--- src/rtl/rr_arb_32_idx.sv ---
// Round-robin arbiter for 32 requesters producing a registered 5-bit grant index.
// The index is offered with valid/ready and then held through a busy phase until the client reports done.
module rr_arb_32_idx #(
    parameter int N  = 32,
    parameter int IW = 5
) (
    input  logic          clk,
    input  logic          rst_n,
    input  logic [N-1:0]  req,
    input  logic          gnt_ready,
    input  logic          done,
    output logic          gnt_valid,
    output logic [IW-1:0] gnt_idx,
    output logic          busy
);

    typedef enum logic [1:0] {
        IDLE  = 2'd0,
        OFFER = 2'd1,
        BUSY  = 2'd2
    } state_e;

    state_e        state_q;
    logic [IW-1:0] ptr_q;
    logic [IW-1:0] gntIdx_q;
    logic          gntValid_q;
    logic          busy_q;
    logic [IW-1:0] searchIdx_d;
    logic [IW-1:0] candIdx;

    // Scan from ptr back down to ptr+1 so the last hit written is the one
    // closest after ptr; i = N wraps to ptr itself, the lowest priority.
    always_comb begin
        searchIdx_d = gntIdx_q;
        candIdx     = '0;
        for (int i = N; i >= 1; i--) begin
            candIdx = ptr_q + IW'(i);
            if (req[candIdx]) begin
                searchIdx_d = candIdx;
            end
        end
    end

    always_ff @(posedge clk or negedge rst_n) begin
        if (!rst_n) begin
            state_q    <= IDLE;
            ptr_q      <= IW'(N - 1);
            gntIdx_q   <= '0;
            gntValid_q <= 1'b0;
            busy_q     <= 1'b0;
        end else begin
            case (state_q)
                IDLE: begin
                    if (|req) begin
                        gntIdx_q   <= searchIdx_d;
                        gntValid_q <= 1'b1;
                        state_q    <= OFFER;
                    end
                end
                // Acceptance takes precedence over a withdrawal seen in the same cycle.
                OFFER: begin
                    if (gnt_ready) begin
                        gntValid_q <= 1'b0;
                        busy_q     <= 1'b1;
                        ptr_q      <= gntIdx_q;
                        state_q    <= BUSY;
                    end else if (!req[gntIdx_q]) begin
                        gntValid_q <= 1'b0;
                        state_q    <= IDLE;
                    end
                end
                BUSY: begin
                    if (done) begin
                        busy_q  <= 1'b0;
                        state_q <= IDLE;
                    end
                end
                default: begin
                    gntValid_q <= 1'b0;
                    busy_q     <= 1'b0;
                    state_q    <= IDLE;
                end
            endcase
        end
    end

    assign gnt_valid = gntValid_q;
    assign gnt_idx   = gntIdx_q;
    assign busy      = busy_q;

endmodule

--- config.mk ---
export PLATFORM = sky130hd
export DESIGN_NAME = rr_arb_32_idx
export DESIGN_NICKNAME = d
export VERILOG_FILES = /design/src/rtl/rr_arb_32_idx.sv
export SDC_FILE = /design/constraint.sdc
export NUM_CORES = 1
export LEC_CHECK = 0
export BUFFER_PORTS_ARGS = -buffer_cell sky130_fd_sc_hd__clkbuf_2
export CORE_MARGIN = 1.5
export CORE_UTILIZATION = 45
export CTS_CLUSTER_DIAMETER = 80
export DETAILED_ROUTE_END_ITERATION = 10
export HOLD_SLACK_MARGIN = 0.02
export PLACE_DENSITY_LB_ADDON = 0.05
export SLEW_MARGIN = 20
export SYNTH_ARGS = -nofsm -noshare
export SYNTH_HDL_FRONTEND = slang
export SYNTH_SLANG_ARGS = --single-unit
--- constraint.sdc ---
create_clock -name clk -period 4.4 [get_ports clk]
set_input_delay 0.66 -clock clk [delete_from_list [all_inputs] [get_ports clk]]
set_output_delay 0.66 -clock clk [all_outputs]
set_load 0.05 [all_outputs]
==> load_flow_metrics.sql <==
INSERT INTO impl_metrics (metric_group, metric, value, unit) VALUES
('worst_setup_path', 'start_kind', 'register', ''),
('worst_setup_path', 'critPathCaptureType', 'register', ''),
('timing', 'holdWs', '316', 'ps'),
('worst_setup_path', 'worstPathRequired', '4530', 'ps'),
('worst_setup_path', 'crit_path_max_fanout', '7', ''),
('yosys', 'post_synth_instance_area', '0.00669', 'mm^2'),
('clocking', 'cts-root-to-sink-buffers', '2', ''),
('timing', 'hold_viol_final', '0', ''),
('timing', 'fin_crit_sh', '98.3', '%'),
('timing', 'final.min_clock_period', '4320', 'ps'),
('yosys', 'yosysWarningCount', '0', ''),
('yosys', 'yosysSeqAreaShare', '5.33', '%'),
('clocking', 'root_driver', 'sky130_fd_sc_hd__clkbuf_16', ''),
('floorplan', 'floorplan.die.height', '125', 'um'),
('clocking', 'postCtsHoldBufs', '0', ''),
('yosys', 'synth_register_bits', '14', ''),
('global_routing', 'global_route.usage.total', '36.6', '%'),
('timing', 'worstMarginPinSlew', '856', 'ps'),
('final_layout', 'final_layout_size_suffix_gt1_share', '33.8', '%'),
('final_layout', 'multiInputGateArea', '0.00613', 'mm^2'),
('clocking', 'clk_pin_slew', '50', 'ps'),
('timing', 'final-setup-viol-count', '0', ''),
('worst_setup_path', 'cpMaxStageDelayCell', 'sky130_fd_sc_hd__mux4_2', ''),
('worst_setup_path', 'worst_ep_arrival_time', '4450', 'ps'),
('route', 'route.antenna.remaining_nets', '0', ''),
('final_layout', 'finalNetCount', '860', ''),
('floorplan', 'floorplan.die.width', '125', 'um'),
('yosys', 'ys_async_sr_fraction', '100', '%'),
('placement', 'placedInstanceArea', '0.00750', 'mm^2'),
('route', 'drt-vias-per-instance', '7.33', ''),
('route', 'detail_route.wirelength', '29.2', 'mm'),
('worst_setup_path', 'family_with_the_most_delay_on_the_worst_path', 'compound AO/OA/AOI/OAI gates', ''),
('global_routing', 'global_route_wire_length_before_repair', '43.4', 'mm'),
('yosys', 'netlist_instances', '733', ''),
('clocking', 'cts-buffers-inserted', '3', ''),
('worst_setup_path', 'path_buf_inv', '4', ''),
('route', 'number_of_design_rule_violations_left_after_detail_routing', '0', ''),
('placement', 'dp.cells', '980', ''),
('yosys', 'ys.flop_type', 'sky130_fd_sc_hd__dfrtp_1', ''),
('global_routing', 'antenna_violations_before_repair', '0', ''),
('yosys', 'synthesis.nets', '782', ''),
('worst_setup_path', 'critical_path.most_common_cell', 'sky130_fd_sc_hd__buf_4', ''),
('floorplan', 'placeableCoreArea', '0.0145', 'mm^2'),
('worst_setup_path', 'timing.critical_path.cells', 'inv_1 > ha_1 > clkinv_1 > mux4_2 > a22oi_1 > o21ai_1 > nor2b_1 > buf_4 > o2111ai_1 > o32ai_1 > buf_4 > or4b_1 > nand3_1', ''),
('timing', 'maxSlewHeadroom', '41.3', '%'),
('placement', 'place_congestion', '1.08', ''),
('final_layout', 'fillCellCount', '1364', ''),
('timing', 'grt_setup_unrepaired', 'true', ''),
('route', 'vias', '7285', ''),
('placement', 'place.port_buffers', '42', ''),
('worst_setup_path', 'slowest_delay', '640', 'ps'),
('clocking', 'clock_latency', '250', 'ps'),
('timing', 'max_slew_vio_count', '0', ''),
('clocking', 'tritoncts_num_sinks', '14', ''),
('final_layout', 'antenna_cells_inserted', '0', ''),
('timing', 'clock.fmax', '231', 'MHz'),
('yosys', 'post_synth_num_cell_types', '80', ''),
('floorplan', 'floorplan.rows', '44', ''),
('final_layout', 'storage_element_area', '357', 'um^2'),
('route', 'drt-initial-drc-count', '1128', ''),
('clocking', 'ctsHtreeMaxLevel', '1', ''),
('clocking', 'cts_tree', 'done', ''),
('global_routing', 'grt_pass1_vias', '6803', ''),
('final_layout', 'post-route-cell-area', '0.00778', 'mm^2'),
('floorplan', 'die_area', '0.0156', 'mm^2'),
('run', 'max_cap_viol_count', '0', ''),
('global_routing', 'grt_start_max_net_pins', '69', ''),
('final_layout', 'areaGrowthSynthToFinish', '16.3', '%'),
('final_layout', 'finish.cell_count_without_fillers', '994', ''),
('timing', 'finClkSkew', '2.16', 'ps'),
('status', 'status', 'complete, no violations', ''),
('floorplan', 'start_util', '46.0', '%'),
('worst_hold_path', 'min_path_type', 'in2async', ''),
('yosys', 'syn-mean-instance-area', '9.13', 'um^2'),
('placement', 'post-dp-hpwl', '23.2', 'mm'),
('global_routing', 'grt.overflow.total', '0', ''),
('floorplan', 'boundaryPins', '43', ''),
('yosys', 'synth_enable_flop_cells', '0', ''),
('route', 'firstDrtPassIters', '7', ''),
('route', 'wire_per_inst', '29.3', 'um'),
('worst_setup_path', 'critical_path_class', 'reg2reg', '');
==> logic make-up (layout without fill, tap and decap cells) <==
kind of cell	count (synthesis)	count (layout)	share of synthesized area [%]
adders and majority gates	13	13	2.43
and+or+nand+nor	208	208	14.9
DFF	14	14	5.33
xor gates and xnor gates	34	34	5.12
muxes	202	202	48.1
AOI/OAI and AO/OA	193	193	19.5
buffers and inverters	69	146	4.64
==> sequential cells by signal, indices dropped and copies added, names as in the netlist <==
signal / cells
gnt_idx: 5
ptr_q: 5
state_q: 2
busy: 1
gnt_valid: 1
==> synthesized netlist by cell type, types with 11 or more instances <==
library cell               instances  area, um^2
sky130_fd_sc_hd__a31oi_1          11        68.8
sky130_fd_sc_hd__ha_1             13         163
sky130_fd_sc_hd__a21oi_1          44         220
sky130_fd_sc_hd__nor2_1           49         184
sky130_fd_sc_hd__o21ai_0          34         170
sky130_fd_sc_hd__clkbuf_1         25        93.8
sky130_fd_sc_hd__nand3_1          20         100
sky130_fd_sc_hd__buf_2            14        70.1
sky130_fd_sc_hd__mux2_2           38         428
sky130_fd_sc_hd__nand2_1          74         278
sky130_fd_sc_hd__inv_1            17        63.8
sky130_fd_sc_hd__xnor2_1          18         158
sky130_fd_sc_hd__o211ai_1         19         143
sky130_fd_sc_hd__mux4_2           76        1710
sky130_fd_sc_hd__mux2i_1          73         731
==> worst reg2reg max path, stage by stage (launching register included) <==
cell and delay, ps:
sky130_fd_sc_hd__dfstp_2 550, sky130_fd_sc_hd__inv_1 160, sky130_fd_sc_hd__ha_1 380, sky130_fd_sc_hd__clkinv_1 390, sky130_fd_sc_hd__mux4_2 640, sky130_fd_sc_hd__a22oi_1 410
sky130_fd_sc_hd__o21ai_1 380, sky130_fd_sc_hd__nor2b_1 240, sky130_fd_sc_hd__buf_4 140, sky130_fd_sc_hd__o2111ai_1 120, sky130_fd_sc_hd__o32ai_1 450, sky130_fd_sc_hd__buf_4 200
sky130_fd_sc_hd__or4b_1 100, sky130_fd_sc_hd__nand3_1 60
==> through the flow <==
step	utilization [%]	worst slack, ps	setup TNS (ps)
after CTS	52.5	3.80	0
after global placement	51.6	32.8	0
after global routing	53.6	-15.2	-17.5
final	53.6	76.2	0
after detailed placement	51.6	-15.2	-15.2
after floorplan	-	2.57	0
==> final timing paths <==
path / start / cells past startpoint / slack, ps / to
max: ptr_q[2] / 13 / 80 / gnt_idx[0]
min: rst_n / 1 / 320 / state_q[0]
max reg2reg: ptr_q[2] / 13 / 80 / gnt_idx[0]
min reg2reg: gnt_valid / 1 / 480 / gnt_valid
max in group asynchronous: rst_n / 1 / 3780 / ptr_q[2]
min in group clk: gnt_valid / 1 / 480 / gnt_valid
==> final cells by class <==
| cell class | count | area share [%] |
|---|---|---|
| Inverter | 20 | 0.964 |
| Multi-Input combinational cell | 650 | 78.7 |
| Sequential cell | 14 | 4.58 |
| Tap cell | 184 | 2.96 |
| Timing Repair Buffer | 122 | 11.6 |
| Clock buffer | 4 | 1.14 |
==> what timing repair did <==
action                     in CTS  in global routing
pin swaps                       1                  2
gates resized for setup         1                 12
buffers inserted                3                  7
setup endpoints to repair       2                  7
==> placed cells by master, fill, tap and decap left out, types with 8 or more instances in the layout <==
master,synthesis,final
sky130_fd_sc_hd__mux2i_1,73,71
sky130_fd_sc_hd__nand4_1,8,8
sky130_fd_sc_hd__nor2b_1,9,9
sky130_fd_sc_hd__dfrtp_1,9,9
sky130_fd_sc_hd__ha_1,13,11
sky130_fd_sc_hd__o22ai_1,8,8
sky130_fd_sc_hd__nand2_1,74,74
sky130_fd_sc_hd__a31oi_1,11,11
sky130_fd_sc_hd__o211ai_1,19,19
sky130_fd_sc_hd__nor2_1,49,48
sky130_fd_sc_hd__mux4_2,76,76
sky130_fd_sc_hd__clkbuf_2,0,42
sky130_fd_sc_hd__o21ai_0,34,34
sky130_fd_sc_hd__xor2_1,10,10
sky130_fd_sc_hd__mux4_1,10,10
sky130_fd_sc_hd__inv_1,17,17
sky130_fd_sc_hd__a21oi_1,44,43
sky130_fd_sc_hd__xnor2_1,18,15
sky130_fd_sc_hd__buf_4,5,73
sky130_fd_sc_hd__nand3_1,20,20
sky130_fd_sc_hd__mux2_2,38,38
==> layer usage <==
metal | vias to the layer above | track usage (%) | share of wire, %
li1 | 3097 | - | -
met1 | 3566 | 49.4 | 39
met2 | 537 | 58.1 | 45
met3 | 85 | 7.32 | 11
met4 | 0 | 14.4 | 4.9
met5 | - | 0 | 0
Power is not shown: default switching activity piles up to over one toggle a cycle in this logic, so the estimate is an artifact.
